File: config.mk
export PLATFORM = sky130hd
export DESIGN_NAME = regfile_mp
export DESIGN_NICKNAME = d
export VERILOG_FILES = /design/src/rtl/regfile_pkg.sv /design/src/rtl/regfile_rd_port.sv /design/src/rtl/regfile_mp.sv
export SDC_FILE = /design/constraint.sdc
export NUM_CORES = 2
export LEC_CHECK = 0
export CAP_MARGIN = 20
export CORE_ASPECT_RATIO = 2
export CORE_MARGIN = 5
export CORE_UTILIZATION = 25
export DETAILED_ROUTE_END_ITERATION = 8
export GPL_TIMING_DRIVEN = 1
export HOLD_SLACK_MARGIN = 0.12
export PLACE_DENSITY = 0.42
export SLEW_MARGIN = 40
export SYNTH_ARGS = -nofsm -noshare
export SYNTH_HDL_FRONTEND = slang
export SYNTH_HIERARCHICAL = 1
export SYNTH_SLANG_ARGS = --single-unit
export TNS_END_PERCENT = 1
File: constraint.sdc
create_clock -name clk -period 18.7 [get_ports clk]
set_input_delay 5.61 -clock clk [delete_from_list [all_inputs] [get_ports clk]]
set_output_delay 5.61 -clock clk [all_outputs]
set_load 0.02 [all_outputs]
File: src/rtl/regfile_pkg.sv
// Shared definitions for the multi-port register file:
// default sizes, clear-FSM state encoding and packed-slice helpers.
package regfile_pkg;

   localparam int XLEN_DEF  = 32;
   localparam int DEPTH_DEF = 32;

   typedef enum logic {
      CLEAR = 1'b0,
      RUN   = 1'b1
   } state_t;

   // LSB position of slice k in a packed vector of w-bit fields
   function automatic int lsb(input int k, input int w);
      return k * w;
   endfunction

endpackage

File: src/rtl/regfile_rd_port.sv
// One read port: write-first bypass, zero-register override and
// the registered output stage.
import regfile_pkg::*;

module regfile_rd_port #(
   parameter int XLEN     = XLEN_DEF,
   parameter int AW       = 5,
   parameter int NUM_WR   = 2,
   parameter int ZERO_REG = 1
) (
   input  logic                   clk,
   input  logic                   rst,
   input  logic                   run,
   input  logic                   re,
   input  logic [AW-1:0]          raddr,
   input  logic [NUM_WR-1:0]      we,
   input  logic [NUM_WR*AW-1:0]   waddr,
   input  logic [NUM_WR*XLEN-1:0] wdata,
   input  logic [XLEN-1:0]        memval,
   output logic [XLEN-1:0]        rdata
);

   logic [XLEN-1:0] val;

   // pick the read value; later write ports override earlier ones
   always_comb begin
      val = memval;
      for (int k = 0; k < NUM_WR; k++) begin
         if (we[k] && waddr[lsb(k, AW) +: AW] == raddr)
            val = wdata[lsb(k, XLEN) +: XLEN];
      end
      if (ZERO_REG != 0 && raddr == '0)
         val = '0;
      if (!run)
         val = '0;
   end

   // registered output, held while re is low
   always_ff @(posedge clk) begin
      if (rst)
         rdata <= '0;
      else if (re)
         rdata <= val;
   end

endmodule

File: src/rtl/regfile_mp.sv
// Multi-port register file with write-first bypass and a sequenced
// clear that zeroes one entry per cycle after reset or on request.
import regfile_pkg::*;

module regfile_mp #(
   parameter int XLEN     = XLEN_DEF,
   parameter int DEPTH    = DEPTH_DEF,
   parameter int AW       = $clog2(DEPTH),
   parameter int NUM_RD   = 2,
   parameter int NUM_WR   = 2,
   parameter int ZERO_REG = 1
) (
   input  logic                   clk,
   input  logic                   rst,
   input  logic                   clr_req,
   output logic                   ready,
   input  logic [NUM_WR-1:0]      we,
   input  logic [NUM_WR*AW-1:0]   waddr,
   input  logic [NUM_WR*XLEN-1:0] wdata,
   input  logic [NUM_RD-1:0]      re,
   input  logic [NUM_RD*AW-1:0]   raddr,
   output logic [NUM_RD*XLEN-1:0] rdata
);

   logic [XLEN-1:0] mem [DEPTH];
   state_t          state;
   state_t          state_nx;
   logic [AW-1:0]   clr_ptr;
   logic            run;

   // state register
   always_ff @(posedge clk) begin
      if (rst)
         state <= CLEAR;
      else
         state <= state_nx;
   end

   // next state: leave CLEAR after the last entry is zeroed
   always_comb begin
      state_nx = state;
      case (state)
         CLEAR: if (clr_ptr == AW'(DEPTH - 1)) state_nx = RUN;
         RUN:   if (clr_req) state_nx = CLEAR;
      endcase
   end

   // FSM outputs
   always_comb begin
      run   = (state == RUN);
      ready = run;
   end

   // clear pointer walks every entry once per clear sequence
   always_ff @(posedge clk) begin
      if (rst)
         clr_ptr <= '0;
      else if (!run)
         clr_ptr <= clr_ptr + AW'(1);
      else if (clr_req)
         clr_ptr <= '0;
   end

   // storage: clear one entry, or apply writes with last port winning
   always_ff @(posedge clk) begin
      if (!rst) begin
         if (!run) begin
            mem[clr_ptr] <= '0;
         end else begin
            for (int k = 0; k < NUM_WR; k++) begin
               if (we[k] &&
                   !(ZERO_REG != 0 && waddr[lsb(k, AW) +: AW] == '0))
                  mem[waddr[lsb(k, AW) +: AW]] <=
                     wdata[lsb(k, XLEN) +: XLEN];
            end
         end
      end
   end

   for (genvar j = 0; j < NUM_RD; j++) begin : g_rd
      logic [AW-1:0]   ra;
      logic [XLEN-1:0] mv;

      assign ra = raddr[lsb(j, AW) +: AW];
      assign mv = mem[ra];

      regfile_rd_port #(
         .XLEN     (XLEN),
         .AW       (AW),
         .NUM_WR   (NUM_WR),
         .ZERO_REG (ZERO_REG)
      ) u_rd (
         .clk    (clk),
         .rst    (rst),
         .run    (run),
         .re     (re[j]),
         .raddr  (ra),
         .we     (we),
         .waddr  (waddr),
         .wdata  (wdata),
         .memval (mv),
         .rdata  (rdata[lsb(j, XLEN) +: XLEN])
      );
   end

endmodule

Word-level counts from Yosys, hierarchy flattened:

Memories as Yosys holds them, arrays and structs flattened.
Index checks and enable logic that the tools add are counted.

* register bits: 70
* memory bits (writable): 1024
* input port bits: 91
* output and inout bits: 65
* word-level logic and storage cells: 53
* memories: 1

* add/subtract/negate cells: 1
* eq/ne operators: 6
* mux-type cells: 27
* bitwise logic cells: 1
* reductions and logical operators: 13

Memory list
* mem: words 32, width 32, rd ports 2, clocked after Yosys merged registers in 0, wr ports 2, line regfile_mp.sv:25 `logic [XLEN-1:0] mem [DEPTH];`

Operator list (count)
* 2-to-1 mux 32 bit: 9
* OR reduction 32 bit: 1
* equality test 5 bit: 4
* logical NOT 5 bit: 4
* 2-to-1 mux 5 bit: 3
* 2-to-1 mux 1 bit: 14
* logical AND 1 bit: 6
* adder 5 x 1 -> 5 bit, second input constant: 1
* equality test 5 bit, second input constant: 1
* logical NOT 1 bit: 2
* inequality test 2 bit, second input constant: 1
* case mux 1 bit (2 select lines): 1
* inverter 1 bit: 1

Longest topological paths before layout:

* depth in word-level cells: 9
* mapped depth: 8
* gate-level depth less buffers: 6

Cells and area by module:

The synthesis kept the hierarchy.

By module, submodules not included
* regfile_mp: instances 1, cells each 3542, area an instance 60207.7 µm², sequential area each 30869.6 µm²
* regfile_rd_port: instances 2, cells each 238, area an instance 2113.3 µm², sequential area each 640.6 µm²

Worst setup path before layout:

OpenSTA, ideal clock, no wires.

* kind: input -> register
* from: input waddr[3]
* to: memory mem[13][0] in the netlist's numbering, enable pin
* library setup time: 472 ps
* arrival: 9332 ps
* slack: 8896 ps
* stages: 5
* path buffers: 1
* path through: buf_6 -> or4_4 -> o21ai_0 -> a21oi_1 -> o32ai_1

RTL lines
* from (decl): line regfile_mp.sv:18 `input logic [NUM_WR*AW-1:0] waddr,`
* to (decl): line regfile_mp.sv:25

==> run_summary.xml <==
<?xml version="1.0" encoding="UTF-8"?>
<metrics>
  <group name="status">
    <metric name="outcome" unit="">complete, no violations</metric>
  </group>
  <group name="sta">
    <metric name="finalSetupTns" unit="ns">0</metric>
    <metric name="max_slew.worst_pin.slew" unit="ns">0.901</metric>
    <metric name="post-route-period-util" unit="%">49.3</metric>
    <metric name="grt_setup_unrepaired" unit="">no</metric>
    <metric name="finalSetupViolations" unit="">0</metric>
    <metric name="max_freq" unit="GHz">0.108</metric>
    <metric name="setup_slack" unit="ns">9.48</metric>
    <metric name="drv_slew" unit="">0</metric>
    <metric name="timing.final.hold_violations" unit="">0</metric>
    <metric name="final_setup_skew" unit="ns">0.0391</metric>
    <metric name="final.min_clock_period" unit="ns">9.22</metric>
    <metric name="max_slew_margin" unit="%">39.7</metric>
  </group>
  <group name="setup_path">
    <metric name="crit_path_cell_trace" unit="">clkdlybuf4s50_1 -&gt; or4_4 -&gt; o21a_4 -&gt; buf_16 -&gt; o32a_1 -&gt; o21ai_4 -&gt; buf_4</metric>
    <metric name="setup.worst_path.start" unit="">waddr[3]</metric>
    <metric name="crit_fanout" unit="">21</metric>
    <metric name="startpoint_type_of_the_worst_setup_path" unit="">input port</metric>
    <metric name="worst_flop_to_flop_path_endpoint" unit="">mem[25][30]</metric>
    <metric name="worst-setup-path-type" unit="">in2reg</metric>
    <metric name="critPathRequiredTime" unit="ns">19.06</metric>
    <metric name="critical_path.endpoint" unit="">mem[31][18]</metric>
    <metric name="worstReg2RegStart" unit="">ready</metric>
    <metric name="worst_path_max_stage_delay" unit="ns">0.77</metric>
    <metric name="critPathArrivalTime" unit="ns">9.58</metric>
    <metric name="critical_path.slowest_cell" unit="">sky130_fd_sc_hd__clkdlybuf4s50_1</metric>
    <metric name="worst-r2r-cell-count" unit="">7</metric>
    <metric name="rrSetupSlack" unit="ns">14.81</metric>
    <metric name="worstSetupEndpointType" unit="">flop</metric>
  </group>
  <group name="placement">
    <metric name="port_buffers" unit="">155</metric>
    <metric name="place_area" unit="um2">69800</metric>
    <metric name="globalplace.congestion" unit="">0.835</metric>
    <metric name="dpl_worst_slack" unit="ns">8.81</metric>
    <metric name="place_hpwl" unit="um">186000</metric>
  </group>
  <group name="cells_and_area">
    <metric name="mostFrequentLayoutCell" unit="">sky130_fd_sc_hd__edfxtp_1</metric>
    <metric name="mostFrequentLayoutCells" unit="">sky130_fd_sc_hd__edfxtp_1, sky130_fd_sc_hd__mux2_2, sky130_fd_sc_hd__mux4_2</metric>
    <metric name="net_total_in_the_final_layout" unit="">4033</metric>
    <metric name="syn2layout_area_growth" unit="%">13.7</metric>
    <metric name="layout-drive-gt1-share" unit="%">51.0</metric>
    <metric name="fin_util" unit="%">28.6</metric>
    <metric name="finalInstanceArea" unit="um2">73300</metric>
  </group>
  <group name="routing">
    <metric name="drc_violations" unit="">0</metric>
    <metric name="firstDrtPassIters" unit="">6</metric>
    <metric name="wire_per_inst" unit="um">38.9</metric>
    <metric name="drt_iter0_drc" unit="">3473</metric>
    <metric name="routed-via-count" unit="">40400</metric>
    <metric name="ant_nets" unit="">0</metric>
    <metric name="vias_per_std_cell" unit="">5.50</metric>
    <metric name="total_wire_length" unit="um">285000</metric>
  </group>
  <group name="yosys">
    <metric name="number_of_enable_flip_flop_cells_after_synthesis" unit="">1024</metric>
    <metric name="synth-seq-area-share" unit="%">49.9</metric>
    <metric name="synthArstFlopShare" unit="%">0</metric>
    <metric name="post_synth_instance_area" unit="um2">64400</metric>
    <metric name="mappedNetlistNets" unit="">4111</metric>
    <metric name="yosys_warnings" unit="">6</metric>
    <metric name="synth_top_flop_cell" unit="">sky130_fd_sc_hd__edfxtp_1</metric>
    <metric name="postSynthRegisterBits" unit="">1094</metric>
    <metric name="yosysUniqueCellTypes" unit="">64</metric>
    <metric name="post_synth.cell_area_avg" unit="um2">16.0</metric>
    <metric name="post_synth_inst_count" unit="">4018</metric>
  </group>
  <group name="global_routing">
    <metric name="first_global_vias" unit="">43500</metric>
    <metric name="grt_overflow_total" unit="">0</metric>
    <metric name="wire_length_of_the_first_global_routing_pass" unit="um">383000</metric>
    <metric name="grt_start_max_net_pins" unit="">104</metric>
    <metric name="track_usage" unit="%">20.7</metric>
    <metric name="antenna_found_initial" unit="">16</metric>
  </group>
  <group name="die">
    <metric name="fp-row-count" unit="">263</metric>
    <metric name="width_of_the_die" unit="um">369</metric>
    <metric name="floorplan.io_pins" unit="">156</metric>
    <metric name="initial_utilization" unit="%">25.1</metric>
    <metric name="die_area" unit="um2">269000</metric>
    <metric name="standard_cell_core_area" unit="um2">257000</metric>
    <metric name="die_h" unit="um">728</metric>
  </group>
  <group name="pwr">
    <metric name="power-per-cell-area" unit="nW/um2">73.2</metric>
    <metric name="leak_pwr" unit="nW">23.1</metric>
    <metric name="total_power" unit="W">0.00536</metric>
    <metric name="worst_ir_drop_vdd" unit="mV">0.0629</metric>
  </group>
  <group name="clocking">
    <metric name="cts_max_path_buffers" unit="">3</metric>
    <metric name="clk_slew_on_worst_s_h_paths" unit="ns">0.07</metric>
    <metric name="h-tree-depth" unit="">3</metric>
    <metric name="postCtsHoldBufs" unit="">0</metric>
    <metric name="clock_insertion_delay_worst_skew" unit="ns">0.75</metric>
    <metric name="tritoncts" unit="">done</metric>
    <metric name="tritoncts.num_buffers" unit="">107</metric>
    <metric name="post_cts_resize_count" unit="">0</metric>
    <metric name="clock-root-buffer" unit="">sky130_fd_sc_hd__clkbuf_16</metric>
    <metric name="cts_post_setup_buffers_inserted" unit="">0</metric>
    <metric name="clock_sink_count" unit="">1094</metric>
  </group>
  <group name="flow_run">
    <metric name="drv.max_cap_violation_count" unit="">0</metric>
  </group>
  <group name="min_path">
    <metric name="hp-class" unit="">reg2reg</metric>
  </group>
</metrics>
-- state kept, by name (all words and copies together), names as in the netlist --
name             cells
mem               1024
ready                1
clr_ptr              5
g_rd.u_rd/rdata     64
-- routing by layer --
| metal | part of all wire [%] | track usage, % | vias to the layer above |
|---|---|---|---|
| li1 | - | - | 16400 |
| met1 | 34 | 21.9 | 22000 |
| met2 | 55 | 40.1 | 1453 |
| met3 | 4.7 | 2.73 | 580 |
| met4 | 5.7 | 9.87 | 0 |
| met5 | 0 | 0 | - |
-- critical path, delay by kind of cell --
kind                   cells  cell delay [ns]
AOI/OAI and AO/OA          3             1.49
buffers and inverters      3             1.69
and+or+nand+nor            1             0.71
-- stage by stage --
stage               instances  hold slack [ns]
floorplan                4018            0.514
global placement         7115            0.442
detailed placement       7140            0.448
CTS                      7334            0.463
finish                   7341            0.458
global route             7338            0.485
-- power by group --
part | switching [W] | internal [W]
clock network | 0.00106 | 0.00119
logic | 0.000284 | 0.000159
registers | 0.00000795 | 0.00265
-- Yosys cell counts (all sizes together) (2+ instances only) --
| cell type | n | area (um2) |
|---|---|---|
| a22oi | 2 | 15.0 |
| or3 | 3 | 18.8 |
| a2bb2oi | 2 | 17.5 |
| nor3 | 8 | 51.3 |
| xnor2 | 13 | 114 |
| nand2 | 98 | 368 |
| or3b | 6 | 52.6 |
| nor3b | 4 | 30.0 |
| a221oi | 64 | 936 |
| buf | 304 | 1990 |
| xor2 | 8 | 70.1 |
| o32a | 4 | 40.0 |
| and2 | 38 | 300 |
| nor2b | 6 | 37.5 |
| nor2 | 89 | 352 |
| inv | 4 | 15.0 |
| edfxtp | 1024 | 30700 |
| o21bai | 3 | 22.5 |
| o22ai | 262 | 1640 |
| or4 | 3 | 28.8 |
| o21ai | 18 | 90.1 |
| clkbuf | 219 | 882 |
| nand3b | 10 | 75.1 |
| o31ai | 75 | 563 |
| nor4 | 66 | 443 |
| nand3 | 11 | 80.1 |
| o32ai | 3 | 26.3 |
| and3 | 66 | 413 |
| nand2b | 5 | 31.3 |
| ha | 2 | 25.0 |
| nand4 | 2 | 12.5 |
| or2 | 2 | 12.5 |
| a21oi | 7 | 35.0 |
| mux2 | 992 | 11800 |
| dfxtp | 70 | 1400 |
| mux4 | 512 | 11500 |
-- worst min path at each step --
stage | end | slack [ns] | cells past startpoint | from
final | g_rd[1].u_rd/rdata[27] | 0.46 | 2 | g_rd[1].u_rd/rdata[27]
after global routing | g_rd[1].u_rd/rdata[30] | 0.48 | 2 | g_rd[1].u_rd/rdata[30]
after CTS | g_rd[0].u_rd/rdata[5] | 0.46 | 2 | g_rd[0].u_rd/rdata[5]
after detailed placement | g_rd[0].u_rd/rdata[5] | 0.45 | 2 | g_rd[0].u_rd/rdata[5]
after global placement | g_rd[0].u_rd/rdata[8] | 0.44 | 2 | g_rd[0].u_rd/rdata[8]
after floorplan | clr_ptr[1] | 0.51 | 2 | clr_ptr[1]
-- cell type report --
cell class	instances	area, um2
flip-flops and latches	1094	32200
diodes	4	10.0
fillers	25600	183000
repair buffers	336	3280
inverters	4	15.0
clock inverters	52	452
well taps	3312	4140
multi-input cells	2397	30300
clock buffers	142	2950
-- logic make-up after synthesis --
family,count (synthesis),synth area share [%]
flops,1094,49.9
mux,1504,36.3
simple gates,422,3.65
buf+inv,527,4.48
xor+xnor,21,0.285
fa+ha+maj,2,0.0388
compound gates,448,5.36
Power figures use the tool's default switching activity.
